File: src/rtl/fsm_rr_scheduler_pkg.sv
// Shared types for the round-robin fsm scheduler: job sequencing states and
// the encodings the shared fsm reports on its state bus.
package fsm_sched_pkg;

  typedef enum logic [2:0] {
    S_IDLE  = 3'd0,
    S_START = 3'd1,
    S_WAIT1 = 3'd2,
    S_RUN   = 3'd3,
    S_DRAIN = 3'd4
  } sched_state_e;

  localparam int unsigned FSM_ST_IDLE = 0;
  localparam int unsigned FSM_ST_BUSY = 1;

endpackage

File: src/rtl/fsm_rr_scheduler_if.sv
// Requester/fsm-facing bundle of the scheduler. master = scheduler side,
// slave = requesters plus the shared fsm.
interface fsm_rr_scheduler_if #(
  parameter int NUM_REQ = 4,
  parameter int STATE_W = 8,
  parameter int IDX_W   = $clog2(NUM_REQ)
) ();
  logic [NUM_REQ-1:0] req;
  logic [NUM_REQ-1:0] req_done;
  logic [NUM_REQ-1:0] grant;
  logic [NUM_REQ-1:0] ack;
  logic [IDX_W-1:0]   owner;
  logic               busy;
  logic               fsm_start;
  logic               fsm_done;
  logic [STATE_W-1:0] fsm_state;
  logic               err;

  modport master (
    input  req, req_done, fsm_state,
    output grant, ack, owner, busy, fsm_start, fsm_done, err
  );

  modport slave (
    output req, req_done, fsm_state,
    input  grant, ack, owner, busy, fsm_start, fsm_done, err
  );
endinterface

File: src/rtl/fsm_rr_scheduler_rr_picker.sv
// Combinational round-robin select: first asserted request at or after the
// pointer, wrapping around.
module rr_picker #(
  parameter int NUM_REQ = 4,
  parameter int IDX_W   = $clog2(NUM_REQ)
) (
  input  logic [NUM_REQ-1:0] i_req,
  input  logic [IDX_W-1:0]   i_ptr,
  output logic               o_valid,
  output logic [IDX_W-1:0]   o_index
);

  logic [IDX_W-1:0] w_idx;

  // Scan from the farthest offset down so the nearest hit is written last.
  always_comb begin
    o_valid = 1'b0;
    o_index = '0;
    w_idx   = '0;
    for (int off = NUM_REQ - 1; off >= 0; off--) begin
      w_idx = IDX_W'((int'(i_ptr) + off) % NUM_REQ);
      if (i_req[w_idx]) begin
        o_valid = 1'b1;
        o_index = w_idx;
      end
    end
  end

endmodule

File: src/rtl/fsm_rr_scheduler.sv
// Round-robin scheduler time-sharing one fsm among NUM_REQ requesters.
// Define FSM_SCHED_TIMEOUT_EN to add the watchdog that aborts stuck jobs.
module fsm_rr_scheduler
  import fsm_sched_pkg::*;
#(
  parameter int NUM_REQ = 4,
  parameter int IDX_W   = $clog2(NUM_REQ),
  parameter int STATE_W = 8,
  parameter int TIMEOUT = 255
) (
  input logic               clock,
  input logic               reset,
  fsm_rr_scheduler_if.master bus
);

  localparam logic [2:0] ST_IDLE  = S_IDLE;
  localparam logic [2:0] ST_START = S_START;
  localparam logic [2:0] ST_WAIT1 = S_WAIT1;
  localparam logic [2:0] ST_RUN   = S_RUN;
  localparam logic [2:0] ST_DRAIN = S_DRAIN;

  if (NUM_REQ < 2 || NUM_REQ > 16 || TIMEOUT < 1) begin : g_cfg_err
    $error("fsm_rr_scheduler: unsupported NUM_REQ/TIMEOUT");
  end

  logic [2:0]         r_state;
  logic [IDX_W-1:0]   r_ptr;
  logic [NUM_REQ-1:0] r_grant;
  logic [NUM_REQ-1:0] r_ack;
  logic [IDX_W-1:0]   r_owner;
  logic               r_busy;
  logic               r_start;
  logic               r_done;

  logic               w_pick_vld;
  logic [IDX_W-1:0]   w_pick_idx;
  logic               w_st_idle;
  logic               w_st_busy;
  logic               w_own_done;
  logic [IDX_W-1:0]   w_next_ptr;
  logic               w_tmo;
  logic               w_release;

  rr_picker #(.NUM_REQ(NUM_REQ), .IDX_W(IDX_W)) u_picker (
    .i_req   (bus.req),
    .i_ptr   (r_ptr),
    .o_valid (w_pick_vld),
    .o_index (w_pick_idx)
  );

  assign w_st_idle  = (bus.fsm_state == STATE_W'(FSM_ST_IDLE));
  assign w_st_busy  = (bus.fsm_state == STATE_W'(FSM_ST_BUSY));
  assign w_own_done = bus.req_done[r_owner];
  assign w_next_ptr = (r_owner == IDX_W'(NUM_REQ - 1)) ? '0 : r_owner + IDX_W'(1);
  assign w_release  = ((r_state == ST_DRAIN) && w_st_idle) || w_tmo;

`ifdef FSM_SCHED_TIMEOUT_EN
  localparam int CNT_W = $clog2(TIMEOUT + 1);

  logic [CNT_W-1:0] r_cnt;
  logic             r_err;
  logic             w_in_job;

  assign w_in_job = (r_state == ST_WAIT1) || (r_state == ST_RUN) || (r_state == ST_DRAIN);
  // Fires on the TIMEOUT-th cycle after entering S_WAIT1.
  assign w_tmo    = w_in_job && (r_cnt == CNT_W'(TIMEOUT - 1));

  always_ff @(posedge clock) begin
    if (reset) begin
      r_cnt <= '0;
      r_err <= 1'b0;
    end else begin
      if (r_state == ST_START) r_cnt <= '0;
      else if (w_in_job)       r_cnt <= r_cnt + CNT_W'(1);
      if (w_tmo) r_err <= 1'b1;
    end
  end

  assign bus.err = r_err;
`else
  assign w_tmo   = 1'b0;
  assign bus.err = 1'b0;
`endif

  always_ff @(posedge clock) begin
    if (reset) begin
      r_state <= ST_IDLE;
      r_ptr   <= '0;
      r_grant <= '0;
      r_ack   <= '0;
      r_owner <= '0;
      r_busy  <= 1'b0;
      r_start <= 1'b0;
      r_done  <= 1'b0;
    end else begin
      r_ack <= '0;
      case (r_state)
        ST_IDLE: begin
          if (w_pick_vld) begin
            r_grant <= NUM_REQ'(1) << w_pick_idx;
            r_owner <= w_pick_idx;
            r_busy  <= 1'b1;
            r_start <= 1'b1;
            r_state <= ST_START;
          end
        end
        ST_START: begin
          r_start <= 1'b0;
          r_state <= ST_WAIT1;
        end
        ST_WAIT1: begin
          if (w_st_busy) r_state <= ST_RUN;
        end
        ST_RUN: begin
          r_done <= w_own_done;
          if (w_own_done) r_state <= ST_DRAIN;
        end
        ST_DRAIN: begin
          r_done <= 1'b0;
        end
        default: r_state <= ST_IDLE;
      endcase
      // Normal completion and watchdog abort hand the fsm back the same way.
      if (w_release) begin
        r_ack   <= r_grant;
        r_grant <= '0;
        r_busy  <= 1'b0;
        r_start <= 1'b0;
        r_done  <= 1'b0;
        r_ptr   <= w_next_ptr;
        r_state <= ST_IDLE;
      end
    end
  end

  assign bus.grant     = r_grant;
  assign bus.ack       = r_ack;
  assign bus.owner     = r_owner;
  assign bus.busy      = r_busy;
  assign bus.fsm_start = r_start;
  assign bus.fsm_done  = r_done;

endmodule

File: src/flat_wrapper.sv
// flat-port wrapper written by rule: the top's interface ports become plain ports
module fsm_rr_scheduler_flat import fsm_sched_pkg::*;
#(
  parameter int NUM_REQ = 4,
  parameter int IDX_W   = $clog2(NUM_REQ),
  parameter int STATE_W = 8,
  parameter int TIMEOUT = 255
)
  (clock, reset, bus_req, bus_req_done, bus_fsm_state, bus_grant, bus_ack, bus_owner, bus_busy, bus_fsm_start, bus_fsm_done, bus_err);
  fsm_rr_scheduler_if #(.NUM_REQ(NUM_REQ), .STATE_W(STATE_W), .IDX_W(IDX_W)) bus_i ();
  input logic clock;
  input logic reset;
  input wire logic [$bits(bus_i.req)-1:0] bus_req;
  input wire logic [$bits(bus_i.req_done)-1:0] bus_req_done;
  input wire logic [$bits(bus_i.fsm_state)-1:0] bus_fsm_state;
  output wire logic [$bits(bus_i.grant)-1:0] bus_grant;
  output wire logic [$bits(bus_i.ack)-1:0] bus_ack;
  output wire logic [$bits(bus_i.owner)-1:0] bus_owner;
  output wire logic [$bits(bus_i.busy)-1:0] bus_busy;
  output wire logic [$bits(bus_i.fsm_start)-1:0] bus_fsm_start;
  output wire logic [$bits(bus_i.fsm_done)-1:0] bus_fsm_done;
  output wire logic [$bits(bus_i.err)-1:0] bus_err;
  assign bus_i.req = bus_req;
  assign bus_i.req_done = bus_req_done;
  assign bus_i.fsm_state = bus_fsm_state;
  assign bus_grant = bus_i.grant;
  assign bus_ack = bus_i.ack;
  assign bus_owner = bus_i.owner;
  assign bus_busy = bus_i.busy;
  assign bus_fsm_start = bus_i.fsm_start;
  assign bus_fsm_done = bus_i.fsm_done;
  assign bus_err = bus_i.err;
  fsm_rr_scheduler #(.NUM_REQ(NUM_REQ), .IDX_W(IDX_W), .STATE_W(STATE_W), .TIMEOUT(TIMEOUT)) u_core (.clock(clock), .reset(reset), .bus(bus_i));
endmodule
File: config.mk
export PLATFORM = sky130hd
export DESIGN_NAME = fsm_rr_scheduler_flat
export DESIGN_NICKNAME = d
export VERILOG_FILES = /design/src/rtl/fsm_rr_scheduler_pkg.sv /design/src/rtl/fsm_rr_scheduler_if.sv /design/src/rtl/fsm_rr_scheduler_rr_picker.sv /design/src/rtl/fsm_rr_scheduler.sv /design/src/flat_wrapper.sv
export SDC_FILE = /design/constraint.sdc
export NUM_CORES = 1
export LEC_CHECK = 0
export CELL_PAD_IN_SITES_DETAIL_PLACEMENT = 2
export CELL_PAD_IN_SITES_GLOBAL_PLACEMENT = 2
export CORE_AREA = 8 8 59 73
export CTS_BUF_LIST = sky130_fd_sc_hd__clkbuf_8
export CTS_CLUSTER_SIZE = 8
export DETAILED_ROUTE_END_ITERATION = 6
export DIE_AREA = 0 0 67 81
export GPL_TIMING_DRIVEN = 0
export PLACE_DENSITY = 0.94
export SLEW_MARGIN = 20
export SYNTH_ARGS = -nofsm -noshare
export SYNTH_HDL_FRONTEND = slang
export SYNTH_SLANG_ARGS = --single-unit
File: constraint.sdc
create_clock -name clock -period 4.2 [get_ports clock]
set_clock_uncertainty 0.1 [all_clocks]
set_input_delay 0.42 -clock clock [delete_from_list [all_inputs] [get_ports clock]]
set_output_delay 0.42 -clock clock [all_outputs]
set_load 0.03 [all_outputs]
## Word-level counts from Yosys, hierarchy flattened

Index checks and enable logic that the tools add are counted.
W data, S select, Z words.

- Add/sub/neg operators: 4
- Multiply operators: 0
- Divide/modulo/power cells: 0
- Order comparisons: 5
- Eq/ne operators: 9
- Shift-type cells: 1
- Muxes and demuxes: 26
- Bitwise logic cells: 2
- Reductions and logical operators: 10

Operator list:

| operator | number |
|---|---|
| $lt A2 B3 Y1 const B | 5 |
| $pmux W3 S5 | 1 |
| $bmux W1 S2 | 5 |
| $mux W1 | 10 |
| $mux W2 | 5 |
| $mux W3 | 3 |
| $eq A8 B1 Y1 const B | 1 |
| $logic_not A8 Y1 | 1 |
| $eq A3 B2 Y1 const B | 2 |
| $add A2 B1 Y2 const B | 2 |
| $add A2 B2 Y2 const B | 2 |
| $ne A2 B1 Y1 const B | 2 |
| $pmux W1 S2 | 2 |
| $reduce_and A2 Y1 | 2 |
| $reduce_and A4 Y1 | 1 |
| $reduce_bool A2 Y1 | 2 |
| $reduce_or A2 Y1 | 2 |
| $shl A1 B2 Y4 const A | 1 |
| $eq A3 B1 Y1 const B | 1 |
| $eq A3 B3 Y1 const B | 1 |
| $logic_not A3 Y1 | 1 |
| $eq A2 B2 Y1 const B | 1 |
| $ne A2 B2 Y1 const B | 1 |
| $not A1 Y1 | 2 |
| $logic_and A1 B1 Y1 | 1 |

- Flip-flop bits (word level): 18
- Latch bits: 0
- Memory bits (writable): 0
- Memory bits (read-only): 0
- Input bits: 18
- Output and inout bits: 14
- Word-level logic and storage cells: 65
- Memories kept: 0

## Depth between registers and ports, before layout

- Depth in word-level cells: 9
- Mapped depth: 5
- Depth with buffers taken out: 4

## Modules after synthesis

From an unflattened synthesis, not the netlist that was laid out.

- Cells, all modules: 92
- Area total of the unflattened synthesis: 824.5 um2

Modules (own cells, without submodules):

| module | times used | cells an instance | area each (um2) | sequential area each (um2) |
|---|---|---|---|---|
| fsm_rr_scheduler | 1 | 79 | 747.0 | 360.3 |
| rr_picker | 1 | 13 | 77.6 | 0.0 |

## Least setup slack after synthesis

Ideal clock, no wire load.

- Path kind: register to register
- Start: register u_core.r_state[0]
- End: register u_core.r_grant[0], in the netlist u_core.bus.grant[0]
- Setup time: 118 ps
- Arrival time: 1504 ps
- Data required time: 3982 ps
- Slack: 2478 ps
- Stages on the path, launching flop included: 6
- Path buffers: 2
- Period minus slack after synthesis: 1722 ps
- Path through: dfxtp_1 > buf_6 > or4_4 > buf_6 > or3_4 > o2111a_1

- Longest elaborated chain between the ends: 3
- Elaborated cells between the ends (all ways): 5
- Those cells by class: eq/ne: 1; reduce/logical: 4

RTL lines:

| what | line | source |
|---|---|---|
| start, declared | fsm_rr_scheduler.sv:26 | `logic [2:0] r_state;` |
| start signal, assigned | fsm_rr_scheduler.sv:87 | `r_state <= ST_IDLE;` |
| start signal, assigned | fsm_rr_scheduler.sv:104 | `r_state <= ST_START;` |
| start signal, assigned | fsm_rr_scheduler.sv:109 | `r_state <= ST_WAIT1;` |
| $eq A3 B3 Y1 | fsm_rr_scheduler.sv:55 | `assign w_release = ((r_state == ST_DRAIN) && w_st_idle) \|\| w_tmo;` |
| $logic_and A1 B1 Y1 | fsm_rr_scheduler.sv:55 |  |
| $reduce_or A2 Y1 (no source line) | -- |  |
| end signal, assigned | fsm_rr_scheduler.sv:100 | `r_grant <= NUM_REQ'(1) << w_pick_idx;` |
| end, declared | fsm_rr_scheduler.sv:28 | `logic [NUM_REQ-1:0] r_grant;` |

Several ways; a longest one is shown, not always the timed one.
A chain may end at the register's enable or synchronous reset.

## Final worst setup path

- Start: input bus_req[0]
- End: register u_core.r_grant[1], in the netlist u_core.bus.grant[1]

- Longest elaborated chain between the ends: 7
- Elaborated cells between the ends (all ways): 18
- Those cells by class: shift: 1; mux: 16; reduce/logical: 1

RTL lines:

| what | line | source |
|---|---|---|
| start, declared | flat_wrapper.sv:13 | `input wire logic [$bits(bus_i.req)-1:0] bus_req;` |
| $bmux W1 S2 | fsm_rr_scheduler_rr_picker.sv:22 | `if (i_req[w_idx]) begin` |
| $mux W1 (not written as such) | fsm_rr_scheduler_rr_picker.sv:22 |  |
| $mux W2 / $mux W1 (equally long branches) (4 in a row) | fsm_rr_scheduler_rr_picker.sv:22 |  |
| $shl A1 B2 Y4 / $reduce_and A2 Y1 (equally long branches) | -- |  |

Several ways; a longest one is shown, not always the timed one. The select of a mux whose other input is x is not followed.

==> results.md <==
- Static Leak: ~0.45 nW
- Synth top area share: 0.4223
- Setup tns final: 0 ns
- Antenna diode count: 0
- Remaining global-route overflow: 0
- Cts bufs inserted: 3
- Clk root buf: clkbuf_8
- Slowest stage delay, CP: about 0.57 ns
- GP Congestion: slightly below 0.8
- Post-CTS sizing: 0
- WP buf/inv: 2
- Crit end category: flop
- Crit path cell chain: clkdlybuf4s50_1 -> nor4_2 -> or4_4 -> buf_6 -> or3_4 -> a211oi_2
- WS Path Type: in -> reg
- DR DRC count: 0
- Largest area contributor in the netlist: dfxtp_1
- Die ar.: around 5400 sq um
- Hold Buf Count CTS: 0
- Fillcell total: roughly 350
- Layout cell share with drive strength beyond 1: 0.1280
- Number of warnings issued by yosys: 0
- First-pass GRT wire length: about 4700 um
- Syn nets: 111
- Cells after DPL: about 160
- Largest net degree at the start of global routing: 11
- # nets final: 146
- GRT Overall Usage: 0.1122
- First-pass iteration count of the detailed router: 3
- Post-synth cell types: 42
- Post-synth EDFFs: 0
- Die W: roughly 67 um
- Row count: 23
- #FFs+latches synth: 18
- Final Cycle Share: 0.5029
- Ys async rst share: 0
- Reg clk slew, reported paths: around 0.070 ns
- Area Growth Syn to Fin: 45.45%
- Final Non-Filler Cells: between 150 and 200
- Per-cell routed wire length: about 18 um
- Vias per inst: between 5 and 6
- I/O pin cnt: 32
- Min cycle time layout: 2.112 ns
- Core Area: around 3200 sq um
- DRT iter0 DRCs: 34
- Slowest cell on crit path: clkdlybuf4s50_1
- Initial Util: 0.2696
- Worst Path Max Fanout: 6
- Startpoint Class: input pin
- Worst slew pin tran: 0.6111 ns
- Pwr/cell area: between 300 and 400 nW/um^2
- Die height: 81 um
- Synth Flop Type: dfxtp_1
- Most common cell after layout, fill and taps aside: clkdlybuf4s50_1
- Cell count after synthesis: a little over 90
- Max frequency: 473.5 MHz
- Post-layout power: about 0.44 mW
- Antenna-violating nets left: 0
- Mapped Area: ~850 sq um
- Clock Latency Late Sink: between 0.2 and 0.3 ns
- Avg Inst Size Synth: 9.275 sq um
- Clock sinks: 18
- H-tree levels: 1
- Slew margin rel.: 0.5892
- Fin util: 0.3921
- Initial antenna violation count: 0
- HP Class: reg -> reg
- Final wirelength: 2907 um
- Top cells by area, synth: dfxtp_1, nor2_1, nand2_1, a21oi_1, and2_1
- Status: completed
- CP delay by family, top: simple AND/OR/NAND/NOR gates
- Via count: slightly above 800
- CTS tree: built
- Hold WS: 0.3739 ns
- IO Port Bufs: 30
- WP data required: between 4 and 5 ns
- RSZ-0062 raised after global routing: false
- Vias in the first global route: 913
- Crit path DAT: 2.20 ns
- Max Slew Vio Count: 0
- Setup bufs post-CTS: 0
- Final setup fails: 0
- DP HPWL: ~2300 um
- Max-cap viol count: 0
- Final hold vios: 0
- Seq/Total Area, Yosys: 0.4223
- Max clock buf depth: 2
- Most frequent cells in the layout: clkdlybuf4s50_1, dfxtp_1, nor2_1
- Worst VDD drop: 0.1383 mV
power by group:
part	switching [mW]	internal, mW	total (mW)
Sequential	0.00885	0.183	0.192
Combinational	0.0667	0.0600	0.127
Clock	0.0619	0.0641	0.126
Total	0.137	0.307	0.445
kinds of logic after synthesis:
| kind of cell | after synthesis | synth area share |
|---|---|---|
| AND/OR/NAND/NOR | 43 | 0.2859 |
| AO/OA/AOI/OAI | 21 | 0.1848 |
| other | 1 | 0.004395 |
| buffers and inverters | 6 | 0.04984 |
| multiplexers | 2 | 0.03812 |
| flip-flops | 18 | 0.4223 |
| adder cells (fa/ha/maj) | 1 | 0.01466 |
cell usage after synthesis, types with 2 or more instances:
library cell  count
nand2_1           7
dfxtp_1          18
a21oi_1           5
nor3_1            3
a22o_1            2
nor4_1            2
nor4_2            2
buf_6             2
or2_2             2
nor2b_1           3
and2_1            4
nand3_1           2
nor2_1           11
worst paths after layout:
| check | start | endpoint | slack [ns] | cells past startpoint |
|---|---|---|---|---|
| max | bus_req[0] | u_core.bus.grant[1] | 2.09 | 6 |
| min | u_core.bus.busy | u_core.bus.busy | 0.37 | 2 |
| max reg2reg | u_core.r_state[1] | u_core.bus.grant[3] | 2.32 | 4 |
| min reg2reg | u_core.bus.busy | u_core.bus.busy | 0.37 | 2 |
area by class of cell:
class,instances,area [sq um],share of cell area
plain buffers,5,38.79,0.03125
clock buffers,3,41.29,0.03327
inverters,1,3.754,0.003024
multi-input cells,68,450.4,0.3629
flip-flops and latches,18,360.3,0.2903
well taps,37,46.29,0.03730
repair buffers,30,300.3,0.2419
sequential cells by signal, indices dropped and copies added (netlist names):
| signal | count |
|---|---|
| u_core.bus.ack | 4 |
| u_core.bus.fsm_start | 1 |
| u_core.bus.fsm_done | 1 |
| u_core.r_state | 3 |
| u_core.bus.busy | 1 |
| u_core.bus.owner | 2 |
| u_core.bus.grant | 4 |
| u_core.r_ptr | 2 |
per-layer routing:
metal,part of all wire,vias up,track usage,routed length (um)
met2,0.55,19,0.2196,1592
met1,0.37,402,0.1065,1084
met5,0,-,0,0
met3,0.064,3,0.02889,186
li1,-,405,-,-
met4,0.015,0,0.04403,43
worst reg2reg max path, cell delays in order, from the launching register on:
cell,delay [ns]
dfxtp_1,0.32
clkbuf_1,0.22
nor4_2,0.58
nand3_1,0.24
a221oi_1,0.31
through the flow:
step / worst slack (ns) / area (sq um)
finish: 2.088 / 1241
detailed placement: 1.825 / 1200
global placement: 1.872 / 1200
floorplan: 2.478 / 853.3
CTS: 2.073 / 1241
global route: 2.026 / 1241
Power figures use the tool's default switching activity.
